**config.mk**
```make
export PLATFORM = sky130hd
export DESIGN_NAME = calc_op_sequencer
export DESIGN_NICKNAME = d
export VERILOG_FILES = /design/src/rtl/calc_op_sequencer.sv
export SDC_FILE = /design/constraint.sdc
export NUM_CORES = 1
export LEC_CHECK = 0
export CAP_MARGIN = 30
export CORE_ASPECT_RATIO = 1.2
export CORE_UTILIZATION = 32
export DETAILED_ROUTE_END_ITERATION = 10
export MAX_ROUTING_LAYER = met4
export PLACE_DENSITY = 0.6
export SYNTH_ARGS = -nofsm -noshare
export SYNTH_HDL_FRONTEND = slang
export SYNTH_SLANG_ARGS = --single-unit
```
**constraint.sdc**
```tcl
create_clock -name clk -period 3.65 [get_ports clk]
set_input_delay 0.365 -clock clk [delete_from_list [all_inputs] [get_ports clk]]
set_output_delay 0.365 -clock clk [all_outputs]
set_load 0.005 [all_outputs]
```
**src/rtl/calc_op_sequencer.sv**
```systemverilog
// Sequences one ALU operation at a time, packs the result word and queues it in a show-ahead FIFO.
// Optional EXEC watchdog enabled by defining CALC_TIMEOUT_EN.
module calc_op_sequencer #(
    parameter int unsigned DEPTH   = 4,
    parameter int unsigned TIMEOUT = 16
) (
    input  logic                     clk,
    input  logic                     rst_n,
    input  logic                     req_valid,
    output logic                     req_ready,
    input  logic [7:0]               req_a,
    input  logic [7:0]               req_b,
    input  logic [3:0]               req_op,
    output logic                     alu_start,
    output logic [7:0]               alu_a,
    output logic [7:0]               alu_b,
    output logic [3:0]               alu_op,
    input  logic                     alu_done,
    input  logic [7:0]               alu_result,
    input  logic [3:0]               alu_flags,
    output logic [7:0]               cat_a,
    output logic [7:0]               cat_b,
    output logic [7:0]               cat_c,
    output logic [3:0]               cat_d,
    output logic [3:0]               cat_e,
    input  logic [31:0]              cat_dout,
    input  logic                     rd_en,
    output logic [31:0]              rd_data,
    output logic                     rd_valid,
    output logic                     full,
    output logic [$clog2(DEPTH):0]   count,
    output logic                     busy
);
    localparam int unsigned AW = $clog2(DEPTH);

    if (DEPTH < 2 || (DEPTH & (DEPTH - 1)) != 0 || TIMEOUT < 1) begin : g_param_check
        $error("calc_op_sequencer: DEPTH must be a power of 2 >= 2 and TIMEOUT >= 1");
    end

    typedef enum logic [1:0] {StIdle, StExec, StPack} state_e;

    state_e      state_q;
    logic [7:0]  a_q, b_q, res_q;
    logic [3:0]  op_q, flags_q;
    logic        start_q;

    logic [31:0]   mem [DEPTH];
    logic [AW-1:0] wr_ptr_q, rd_ptr_q;
    logic [AW:0]   count_q;

    logic accept, wr_en, rd_pop;

`ifdef CALC_TIMEOUT_EN
    localparam int unsigned TW = $clog2(TIMEOUT + 1);
    logic [TW-1:0] tmo_q;
`endif

    assign full      = (count_q == (AW + 1)'(DEPTH));
    assign rd_valid  = (count_q != '0);
    assign req_ready = (state_q == StIdle) && !full;
    assign busy      = (state_q != StIdle);
    assign accept    = req_valid && req_ready;
    // PACK is only ever entered with a free slot, since accept required !full.
    assign wr_en     = (state_q == StPack);
    assign rd_pop    = rd_en && rd_valid;

    assign alu_start = start_q;
    assign alu_a     = a_q;
    assign alu_b     = b_q;
    assign alu_op    = op_q;
    assign cat_a     = a_q;
    assign cat_b     = b_q;
    assign cat_c     = res_q;
    assign cat_d     = op_q;
    assign cat_e     = flags_q;
    assign count     = count_q;
    assign rd_data   = rd_valid ? mem[rd_ptr_q] : '0;

    always_ff @(posedge clk or negedge rst_n) begin
        if (!rst_n) begin
            state_q <= StIdle;
            a_q     <= '0;
            b_q     <= '0;
            op_q    <= '0;
            res_q   <= '0;
            flags_q <= '0;
            start_q <= 1'b0;
`ifdef CALC_TIMEOUT_EN
            tmo_q   <= '0;
`endif
        end else begin
            start_q <= 1'b0;
            case (state_q)
                StIdle: begin
                    if (accept) begin
                        a_q     <= req_a;
                        b_q     <= req_b;
                        op_q    <= req_op;
                        start_q <= 1'b1;
                        state_q <= StExec;
`ifdef CALC_TIMEOUT_EN
                        tmo_q   <= '0;
`endif
                    end
                end
                StExec: begin
                    // A done on the final watchdog cycle takes priority over the error word.
                    if (alu_done) begin
                        res_q   <= alu_result;
                        flags_q <= alu_flags;
                        state_q <= StPack;
                    end
`ifdef CALC_TIMEOUT_EN
                    else if (tmo_q == TW'(TIMEOUT - 1)) begin
                        res_q   <= 8'h00;
                        flags_q <= 4'hF;
                        state_q <= StPack;
                    end else begin
                        tmo_q <= tmo_q + 1'b1;
                    end
`endif
                end
                StPack:  state_q <= StIdle;
                default: state_q <= StIdle;
            endcase
        end
    end

    always_ff @(posedge clk or negedge rst_n) begin
        if (!rst_n) begin
            wr_ptr_q <= '0;
            rd_ptr_q <= '0;
            count_q  <= '0;
        end else begin
            if (wr_en)  wr_ptr_q <= wr_ptr_q + 1'b1;
            if (rd_pop) rd_ptr_q <= rd_ptr_q + 1'b1;
            if (wr_en && !rd_pop)      count_q <= count_q + 1'b1;
            else if (!wr_en && rd_pop) count_q <= count_q - 1'b1;
        end
    end

    // Storage carries no reset; contents are don't-care until written.
    always_ff @(posedge clk) begin
        if (wr_en) mem[wr_ptr_q] <= cat_dout;
    end

endmodule

```
Yosys cells after proc, flatten, opt, wreduce, memory -nomap -nowiden
Memories as Yosys holds them, arrays and structs flattened.
Cells that the tools add are included.
{ "op_classes": {"add_sub_neg": 4, "n_eq_ne": 5, "muxes": 10, "reduce_logical": 15} }
{ "ops": {"columns": ["operator", "n"], "rows": [
  ["$mux W32", 1],
  ["$mux W3", 2],
  ["$reduce_and A2 Y1", 3],
  ["$logic_and A1 B1 Y1", 5],
  ["$add A2 B1 Y2 const B", 2],
  ["$mux W1", 4],
  ["$mux W2", 2],
  ["$ne A2 B2 Y1 const B", 2],
  ["$pmux W2 S2", 1],
  ["$reduce_bool A2 Y1", 2],
  ["$add A3 B1 Y3 const B", 1],
  ["$eq A3 B3 Y1 const B", 1],
  ["$logic_not A1 Y1", 3],
  ["$reduce_bool A3 Y1", 1],
  ["$sub A3 B1 Y3 const B", 1],
  ["$eq A2 B1 Y1 const B", 1],
  ["$eq A2 B2 Y1 const B", 1],
  ["$logic_not A2 Y1", 1]
]} }
{ "word_totals": {"register_bits": 42, "mem_bits_rw": 128, "inputBits": 69, "out_inout_bits": 92, "wordCells": 45, "n_memories": 1} }
{ "memory_table": {"columns": ["name", "depth", "word_bits", "rd", "rd_ports_with_merged_regs", "wr", "line", "rtl"], "rows": [
  ["mem", 4, 32, 1, 0, 1, "47", "logic [31:0] mem [DEPTH];"]
]} }

Logic depth before layout (Yosys ltp)
Gate-level depths: netlist of run 1.
{ "logic_depth": {"word_depth": 6, "mapped_depth": 9, "depth_no_buf": 8} }

Worst setup path after synthesis of run 1
Ideal clock, no wire load.
{ "synth_path": {"path_type": "register -> register", "start": "register count_q[1] (netlist: count[1])", "end": "register count_q[2] (netlist: count[2])", "setup_ns": 0.079, "arrival_ns": 2.024, "required_time_ns": 3.571, "path_slack_ns": 1.546, "stages_incl_launch_ff": 10, "path_buffers": 1, "synth_period_minus_slack_ns": 2.104, "path_cell_list": "dfrtp_1 or3_1 clkbuf_1 nand2_1 ha_1 inv_1 fa_1 xor2_1 nor2_1 xor2_1"} }
{ "synth_between": {"elab_chain_cells": 5, "word_cells_on_any_way": 10, "cone_classes": "add/sub (2); mux (2); reduce/logical (6)"} }
{ "synth_rtl": {"columns": ["item", "line", "rtl"], "rows": [
  ["start, declared", "49", "logic [AW:0] count_q;"],
  ["start signal, assigned", "137", "if (wr_en && !rd_pop) count_q <= count_q + 1'b1;"],
  ["start signal, assigned", "138", "else if (!wr_en && rd_pop) count_q <= count_q - 1'b1;"],
  ["branches (longest 5 deep; another with $sub A3 B1 Y3)", null, null]
]} }
Several ways; the timed one is not identified. The select of a mux whose other input is x is not followed.
A chain may end at the register's enable or synchronous reset.

Worst setup path after layout of run 1
{ "layout_path": {"start": "register rd_ptr_q[0]", "end": "output rd_data[11]"} }
{ "layout_between": {"elab_chain_cells": 2} }
{ "layout_rtl": {"columns": ["item", "line", "rtl"], "rows": [
  ["start, declared", "48", "logic [AW-1:0] wr_ptr_q, rd_ptr_q;"],
  ["start signal, assigned", "136", "if (rd_pop) rd_ptr_q <= rd_ptr_q + 1'b1;"],
  ["$mem_v2 Z4 W32", null, null],
  ["$mux W32", "77", "assign rd_data = rd_valid ? mem[rd_ptr_q] : '0;"],
  ["end, declared", "28", "output logic [31:0] rd_data,"]
]} }
Every way passes these cells.

==> results.cfg, run 1 <==
[synthesis]
synth_top_area_share_pct = 56.69
yosys-top-cells-area = edfxtp_1 (57%), dfrtp_1 (16%), mux4_2 (11%)
ys_seq_area_share_pct = 72.19
avgSynthCellArea_um2 = 19.94
yosys.area.top_type = edfxtp_1
synth.distinct_cells = 27
synth_seq_cells = 170
yosysWarnings = 0
syn-instance-count = 340
syn_nets = 415
syn-cell-area_mm2 = 0.006780

[sta]
relSlewSlack_pct = 36.64
finalHoldViolCount = 0
worstMarginPinSlew_ns = 0.9503
setup_viol = 0
max_clock_freq_ghz = 0.3523
finalCriticalPeriod_ns = 2.839
final_max_slew_viol_count = 0
worst_clock_skew_ns = 0.007937
period_share_pct = 77.77
setup_tns_ns = 0
rsz0062_at_grt = no

[clocking]
clk_pin_slew_ns = 0.07
post_cts_resize_count = 0
numCtsBuffers = 17
root_buffer = clkbuf_16
cts_sinks = 170
cts_tree = done
insertion_delay_ns = 0.42
clockBufferDepth = 2
htreeDepth = 4

[floorplan]
io_pins = 161
start_util_pct = 33.01
dieArea_mm2 = 0.02178
coreArea_mm2 = 0.02054
die_y_um = 161.5
rows = 57
die_w_um = 134.9

[outcome]
status = complete, no violations

[routing]
wl_per_cell_um = 17.56
ant_nets = 0
drc_errors = 0
avgViaCountPerCell = 4.477
vias = 3438
first_pass_iters = 4
wirelength_um = 13490
drt-initial-drc-count = 162

[global_routing]
grt_max_degree = 43
grt_first_pass_wirelength_um = 21000
grt_usage_pct = 13.55
first_global_vias = 3784
antenna_found_initial = 0
gr-total-overflow = 0

[finish]
finalNetCount = 565
drive_gt1_share_pct = 22.07
layoutNonFillerInstCount = 768
final-seq-area_mm2 = 0.004897
design_area_mm2 = 0.009143
multiInputGateArea_mm2 = 0.001612
syn2layout_area_growth_pct = 34.84
diodes = 0
fillCellCount = 1813

[setup_path]
cp_max_fo = 12
startpoint_type = flop
ff2ff_setup_slack_ns = 1.30
path_cells = buf_4 > mux4_2 > and2_1 > clkdlybuf4s50_1
crit_slowest_cell = dfrtp_2
worst_setup_path_end_kind = output pin
critical_path.max_stage_delay_ns = 0.57
critPathRequiredTime_ns = 3.28
critical_path_class = flop to output pin
worstPathArrival_ns = 2.47

[pwr]
peakVddDrop_uv = 398.8
cellPowerDensity_mw_per_mm2 = 780.0
leakage_nw = 3.218
p_total_mw = 7.131

[placement]
numPortBuffers = 160
placed_area_mm2 = 0.008494
dp_hpwl_um = 8480
place.gp.congestion = 0.6940
dpl.cell_count = 732

[flow_run]
drv_cap = 0

[min_path]
hold_path_class = input port to async pin
placed cells by master (no fill, tap or decap):
| master | netlist | final |
|---|---|---|
| o21ai_0 | 2 | 2 |
| buf_4 | 21 | 2 |
| nand2_1 | 3 | 3 |
| buf_12 | 0 | 2 |
| dlygate4sd3_1 | 0 | 1 |
| xnor2_1 | 4 | 4 |
| or3b_1 | 1 | 1 |
| mux2_2 | 14 | 14 |
| nand3_1 | 1 | 1 |
| clkdlybuf4s50_1 | 0 | 159 |
| nand2b_1 | 1 | 1 |
| inv_6 | 0 | 4 |
| nor3b_1 | 1 | 1 |
| clkbuf_1 | 6 | 1 |
| fa_1 | 1 | 1 |
| clkinvlp_4 | 0 | 3 |
| and2_2 | 0 | 4 |
| or2_2 | 1 | 1 |
| ha_1 | 5 | 5 |
| nand3b_1 | 1 | 1 |
| or3_1 | 1 | 1 |
| dfrtp_1 | 42 | 40 |
| buf_16 | 0 | 2 |
| dfrtp_2 | 0 | 2 |
| xor2_1 | 2 | 2 |
| nor2_1 | 2 | 2 |
| mux4_2 | 32 | 32 |
| clkinv_8 | 0 | 1 |
| inv_8 | 0 | 3 |
| and2_1 | 36 | 32 |
| buf_2 | 4 | 1 |
| edfxtp_1 | 128 | 128 |
| nor2b_1 | 1 | 1 |
| clkbuf_16 | 0 | 17 |
| clkinv_4 | 0 | 3 |
| inv_1 | 5 | 5 |
| mux2_4 | 19 | 19 |
| inv_2 | 1 | 1 |
report_power, final:
part	internal (mW)	switching [mW]	total, mW
Combinational	1.84	0.832	2.67
Sequential	2.44	0.327	2.77
Clock	0.901	0.788	1.69
Total	5.18	1.95	7.13
cell usage after synthesis, drive strengths merged:
master	instances
and2	36
buf	30
clkbuf	6
dfrtp	42
edfxtp	128
fa	1
ha	5
inv	6
mux2	33
mux4	32
nand2	3
nand2b	1
nand3	1
nand3b	1
nor2	2
nor2b	1
nor3b	1
o21ai	2
or2	1
or3	1
or3b	1
xnor2	4
xor2	2
through the flow:
stage	utilization, %	setup WS [ns]	hold WS [ns]
after global placement	41.36	1.207	0.4872
after floorplan	-	1.546	0.06941
after global routing	44.51	0.6504	0.3074
after CTS	44.10	0.7361	0.1036
after detailed placement	41.36	1.197	0.4944
final	44.51	0.8115	0.3145
logic make-up after synthesis:
logic type	Yosys count	share of synthesized area, %
AOI/OAI and AO/OA	2	0.1476
adders and majority gates	6	1.218
and+or+nand+nor	49	4.392
muxes	65	17.16
xor gates and xnor gates	6	0.7750
buffers and inverters	42	4.115
DFF	170	72.19
timing repair:
| item | CTS | global route |
|---|---|---|
| hold buffers | 0 | 1 |
| buffers inserted | 0 | 0 |
| hold endpoints to repair | 0 | 5 |
worst max-delay path: cells and delay by family, from the launching register on:
family / cells / cell delay (ns)
flip-flops: 1 / 0.57
buffers and inverters: 2 / 0.78
multiplexers: 1 / 0.54
AND/OR/NAND/NOR: 1 / 0.17
path summary, 6_finish.rpt:
check                                   startpoint                 endpoint  cells past startpoint
setup / recovery           rd_ptr_q[0]$_DFFE_PN0P_              rd_data[11]                      4
hold / removal                               rst_n     cat_c[2]$_DFFE_PN0P_                      2
setup reg to reg              count[0]$_DFFE_PN0P_     count[2]$_DFFE_PN0P_                      9
hold reg to reg               cat_e[3]$_DFFE_PN0P_     cat_e[3]$_DFFE_PN0P_                      1
max in group asynchronous                    rst_n  rd_ptr_q[1]$_DFFE_PN0P_                      3
min in group clk              cat_e[3]$_DFFE_PN0P_     cat_e[3]$_DFFE_PN0P_                      1
per-layer routing:
layer	up-vias	routed length [µm]	track usage, %
met4	0	154	4.290
li1	1570	-	-
met3	12	820	4.143
met1	1724	5779	15.66
met5	-	0	-
met2	132	6734	22.42
layout make-up:
class,instances,area share (%)
flip-flops and latches,170,53.57
clock buffers,18,4.694
multi-input cells,128,17.63
well taps,265,3.627
inverters,6,0.2463
repair buffers,167,18.78
clock inverters,14,1.464
registers in the layout, indices dropped and copies added (netlist names):
| signal | cells |
|---|---|
| state_q | 2 |
| wr_ptr_q | 2 |
| rd_ptr_q | 2 |
| mem | 128 |
| cat_c | 8 |
| count | 3 |
| alu_start | 1 |
| cat_e | 4 |
| alu_op | 4 |
| alu_a | 8 |
| alu_b | 8 |
Power figures use the tool's default switching activity.
==> run 2: changes to the inputs <==
==> constraint.sdc (replaced) <==
create_clock -name clk -period 2.65 [get_ports clk]
set_input_delay 0.265 -clock clk [delete_from_list [all_inputs] [get_ports clk]]
set_output_delay 0.265 -clock clk [all_outputs]
set_load 0.005 [all_outputs]
==> run 2 against run 1 <==
  * Via count increased by 1.7%
  * Sequential cell count unchanged
  * Register-to-register slack got worse by 0.82 ns
  * Global-route usage is 0.34 points higher
  * Clock-buffer cell count is 1 lower
  * Critical path depth is the same
  * Sequential power is 34% higher
  * Critical path type unchanged
  * Critical endpoint is now rd_data[1]
  * Highest routed layer unchanged
==> results.cfg, run 2 (synthesis gave the netlist of run 1 again) <==
[routing]
ant_nets = 0
wl_per_cell_um = 17.61
first_pass_iters = 4
vias = 3497
drc_errors = 0
drt-initial-drc-count = 121
avgViaCountPerCell = 4.530
wirelength_um = 13600

[clocking]
clk_pin_slew_ns = 0.07
root_buffer = clkbuf_16
insertion_delay_ns = 0.42
numCtsBuffers = 17
htreeDepth = 4
clockBufferDepth = 2
post-cts-setup-buffers = 0
post_cts_resize_count = 0
cts_tree = done
cts_sinks = 170

[setup_path]
critical_path.max_stage_delay_ns = 0.52
path_cells = buf_4 > mux4_2 > and2_1 > clkdlybuf4s50_1
cp.buffers_inverters = 2
worst_setup_path_end_kind = output pin
crit_slowest_cell = mux4_2
startpoint_type = flop
critPathTopFamily = buffers and inverters
critical_path_class = flop to output pin
worstPathArrival_ns = 2.24
critPathRequiredTime_ns = 2.38
cp_max_fo = 12

[finish]
diodes = 0
final_cell_mix = clkdlybuf4s50_1 (159), edfxtp_1 (128), dfrtp_1 (40)
final-seq-area_mm2 = 0.004897
drive_gt1_share_pct = 22.88
design_area_mm2 = 0.009270
fillCellCount = 1779
final_common_cell = clkdlybuf4s50_1
regMostFlops = mem
multiInputGateArea_mm2 = 0.001612
finalNetCount = 569
largest_reg_flops = 128
syn2layout_area_growth_pct = 36.72

[global_routing]
grt_max_degree = 43
antenna_found_initial = 0
first_global_vias = 3868
grt_first_pass_wirelength_um = 21470
gr-total-overflow = 0
grt_usage_pct = 13.88

[placement]
dp_hpwl_um = 8616
placed_area_mm2 = 0.008602
place.gp.congestion = 0.7118
numPortBuffers = 160

[sta]
setup_tns_ns = 0
final_max_slew_viol_count = 0
worstMarginPinSlew_ns = 0.6141
hold_ws_ns = 0.1706
setup_viol = 0
relSlewSlack_pct = 58.93
finalHoldViolCount = 0
rsz0062_at_grt = no
finalCriticalPeriod_ns = 2.502
worst_clock_skew_ns = 0.009645
period_share_pct = 94.42
max_clock_freq_ghz = 0.3997

[pwr]
cellPowerDensity_mw_per_mm2 = 1099
leakage_nw = 3.288
peakVddDrop_uv = 586.6

[outcome]
status = complete, no violations

[floorplan]
coreArea_mm2 = 0.02054
rows = 57
die_w_um = 134.9
dieArea_mm2 = 0.02178
io_pins = 161
start_util_pct = 33.01
die_y_um = 161.5

[flow_run]
drv_cap = 0

[min_path]
hold_path_class = input port to async pin
run 2: cell types whose count changed in the layout (fill, tap and decap cells not counted), sizes merged:
cell      change
clkinvlp      -2
bufinv        +4
buf           +4
inv           -2
clkinv        +1
clkbuf        -1
run 2: per-stage QoR:
stage	power (mW)	setup slack (ns)	cells	utilization (%)
6_report	10.19	0.1479	772	45.13
5_1_grt	10.76	0.01855	772	45.13
4_1_cts	10.39	0.07168	771	45.04
3_5_place_dp	7.679	0.4923	738	41.88
3_3_place_gp	7.646	0.5551	738	41.88
2_1_floorplan	5.722	0.5463	340	-
run 2: power breakdown:
group	switching (mW)	total [mW]	internal (mW)
clock network	1.05	2.65	1.60
registers	0.341	3.70	3.36
logic	1.27	3.84	2.57
total	2.66	10.2	7.53
run 2: path summary, 6_finish.rpt:
path,start,end,slack [ns],cells after the start
hold / removal,rst_n,alu_b[0]$_DFFE_PN0P_,0.17,2
max in group asynchronous,rst_n,rd_ptr_q[1]$_DFFE_PN0P_,2.06,3
setup / recovery,rd_ptr_q[0]$_DFFE_PN0P_,rd_data[1],0.15,4
setup reg to reg,count[0]$_DFFE_PN0P_,count[2]$_DFFE_PN0P_,0.48,8
hold reg to reg,cat_e[3]$_DFFE_PN0P_,cat_e[3]$_DFFE_PN0P_,0.51,1
min in group clk,alu_done,state_q[0]$_DFFE_PN0P_,0.45,2
run 2: metal layers:
layer	vias to the layer above	global-route usage [%]	share of wire, %
met5	-	-	0
met4	0	4.597	0.96
met3	12	4.080	6.4
met2	139	23.81	53
met1	1764	15.35	40
li1	1582	-	-
run 2: final cells by class:
| class | count | share of cell area, % |
|---|---|---|
| Clock buffer | 17 | 4.589 |
| Clock inverter | 15 | 2.295 |
| Multi-Input combinational cell | 128 | 17.38 |
| Tap cell | 265 | 3.577 |
| Inverter | 6 | 0.2429 |
| Timing Repair Buffer | 171 | 19.08 |
| Sequential cell | 170 | 52.83 |
run 2: timing repair:
action | CTS | global route
hold buffers | 1 | 0
setup endpoints to repair | 0 | 0
endpoints found under the hold margin | 15 | 0
==> run 3: changes to the inputs <==
--- a/config.mk
+++ b/config.mk
@@ -11,6 +11,7 @@
 export DETAILED_ROUTE_END_ITERATION = 10
 export MAX_ROUTING_LAYER = met4
 export PLACE_DENSITY = 0.6
+export SLEW_MARGIN = 20
 export SYNTH_ARGS = -nofsm -noshare
 export SYNTH_HDL_FRONTEND = slang
 export SYNTH_SLANG_ARGS = --single-unit
==> run 3 against run 2 <==
  * Cell count did not move
  * Routed wire length is essentially flat
  * Register-to-register slack barely moved
  * Critical endpoint unchanged
  * Power hardly changed
  * Critical path depth unchanged
  * Non-clock buffer count stayed put
  * Clock-buffer cell count unchanged
==> results.cfg, run 3 (synthesis gave the netlist of run 1 again) <==
[clocking]
cts_sinks = 170
numCtsBuffers = 17
postCtsHoldBufs = 1
root_buffer = clkbuf_16
clockBufferDepth = 2
cts_tree = done
post_cts_resize_count = 0
post-cts-setup-buffers = 0
htreeDepth = 4
insertion_delay_ns = 0.42
clk_pin_slew_ns = 0.07

[min_path]
hold_path_class = input port to async pin

[global_routing]
gr-max-usage-layer = met2
grt_max_degree = 43
use_met3_pct = 4.080
grt.met2_usage_pct = 23.81
first_global_vias = 3868
gr-total-overflow = 0
antenna_found_initial = 0
grt_use_met1_pct = 15.35
grt_usage_pct = 13.88
grt_first_pass_wirelength_um = 21470

[setup_path]
cp_max_fo = 12
worst_setup_path_end_kind = output pin
critPathRequiredTime_ns = 2.38
startpoint_type = flop
ff2ff_setup_slack_ns = 0.47
critical_path_class = flop to output pin
worstPathArrival_ns = 2.24

[finish]
multiInputGateArea_mm2 = 0.001612
final-seq-area_mm2 = 0.004897
final_cell_mix = clkdlybuf4s50_1 (159), edfxtp_1 (128), dfrtp_1 (40)
finalNetCount = 569
final_common_cell = clkdlybuf4s50_1
drive_gt1_share_pct = 22.88
fillCellCount = 1779
largest_reg_flops = 128
layoutNonFillerInstCount = 772
fin_util_pct = 45.13
diodes = 0
syn2layout_area_growth_pct = 36.72
regMostFlops = mem

[pwr]
leakage_nw = 3.288
peakVddDrop_uv = 585.9
cellPowerDensity_mw_per_mm2 = 1099

[floorplan]
die_w_um = 134.9
die_y_um = 161.5
io_pins = 161
coreArea_mm2 = 0.02054
start_util_pct = 33.01
dieArea_mm2 = 0.02178
rows = 57

[sta]
hold_ws_ns = 0.2921
finalCriticalPeriod_ns = 2.503
setup_tns_ns = 0
max_clock_freq_ghz = 0.3996
final_max_slew_viol_count = 0
finalHoldViolCount = 0
setup_viol = 0
relSlewSlack_pct = 59.47
worstMarginPinSlew_ns = 0.6061
setup_slack_ns = 0.1474
worst_clock_skew_ns = 0.009557
period_share_pct = 94.44
rsz0062_at_grt = no

[placement]
pre_cts_slack_ns = 0.4923
dp_hpwl_um = 8616
dpl.cell_count = 738
place.gp.congestion = 0.7118
numPortBuffers = 160

[routing]
first_pass_iters = 4
wl_per_cell_um = 17.60
drc_errors = 0
ant_nets = 0
drt-initial-drc-count = 115
wirelength_um = 13590
avgViaCountPerCell = 4.514
vias = 3485

[outcome]
status = complete, no violations

[flow_run]
drv_cap = 0
## run 3: critical path: stages, from the launching register on
cell and delay [ns]:
dfrtp_2 0.38, buf_4 0.27, mux4_2 0.52, and2_1 0.19, clkdlybuf4s50_1 0.45
## run 3: worst paths after layout
check / startpoint / end / cells past startpoint
worst max-delay path: rd_ptr_q[0]$_DFFE_PN0P_ / rd_data[1] / 4
worst min-delay path: rst_n / alu_b[0]$_DFFE_PN0P_ / 2
worst max register to register: count[0]$_DFFE_PN0P_ / count[2]$_DFFE_PN0P_ / 8
worst min register to register: cat_e[3]$_DFFE_PN0P_ / cat_e[3]$_DFFE_PN0P_ / 1
max in group asynchronous: rst_n / rd_ptr_q[0]$_DFFE_PN0P_ / 3
min in group clk: alu_done / state_q[0]$_DFFE_PN0P_ / 2
## run 3: cell type report
type	instances	area share, %
repair buffers	171	19.08
well taps	265	3.577
flip-flops and latches	170	52.83
clock inverters	15	2.295
inverters	6	0.2429
multi-input cells	128	17.38
clock buffers	17	4.589
## run 3: layer usage
| layer | routed length, µm | part of all wire [%] |
|---|---|---|
| met1 | 5499 | 40 |
| met2 | 7088 | 52 |
| met3 | 870 | 6.4 |
| met4 | 131 | 0.96 |
| met5 | 0 | 0 |
## run 3: through the flow
step	power (mW)	instance area, µm²
floorplan	5.722	6780
global route	10.76	9270
detailed placement	7.679	8602
finish	10.19	9270
global placement	7.646	8602
CTS	10.39	9250
## run 3: power by group
group / leakage, nW / internal, mW / switching, mW / total, mW
combinational: 1.33 / 2.57 / 1.27 / 3.84
clock: 0.312 / 1.60 / 1.05 / 2.65
sequential: 1.65 / 3.36 / 0.341 / 3.70
total: 3.29 / 7.53 / 2.66 / 10.2
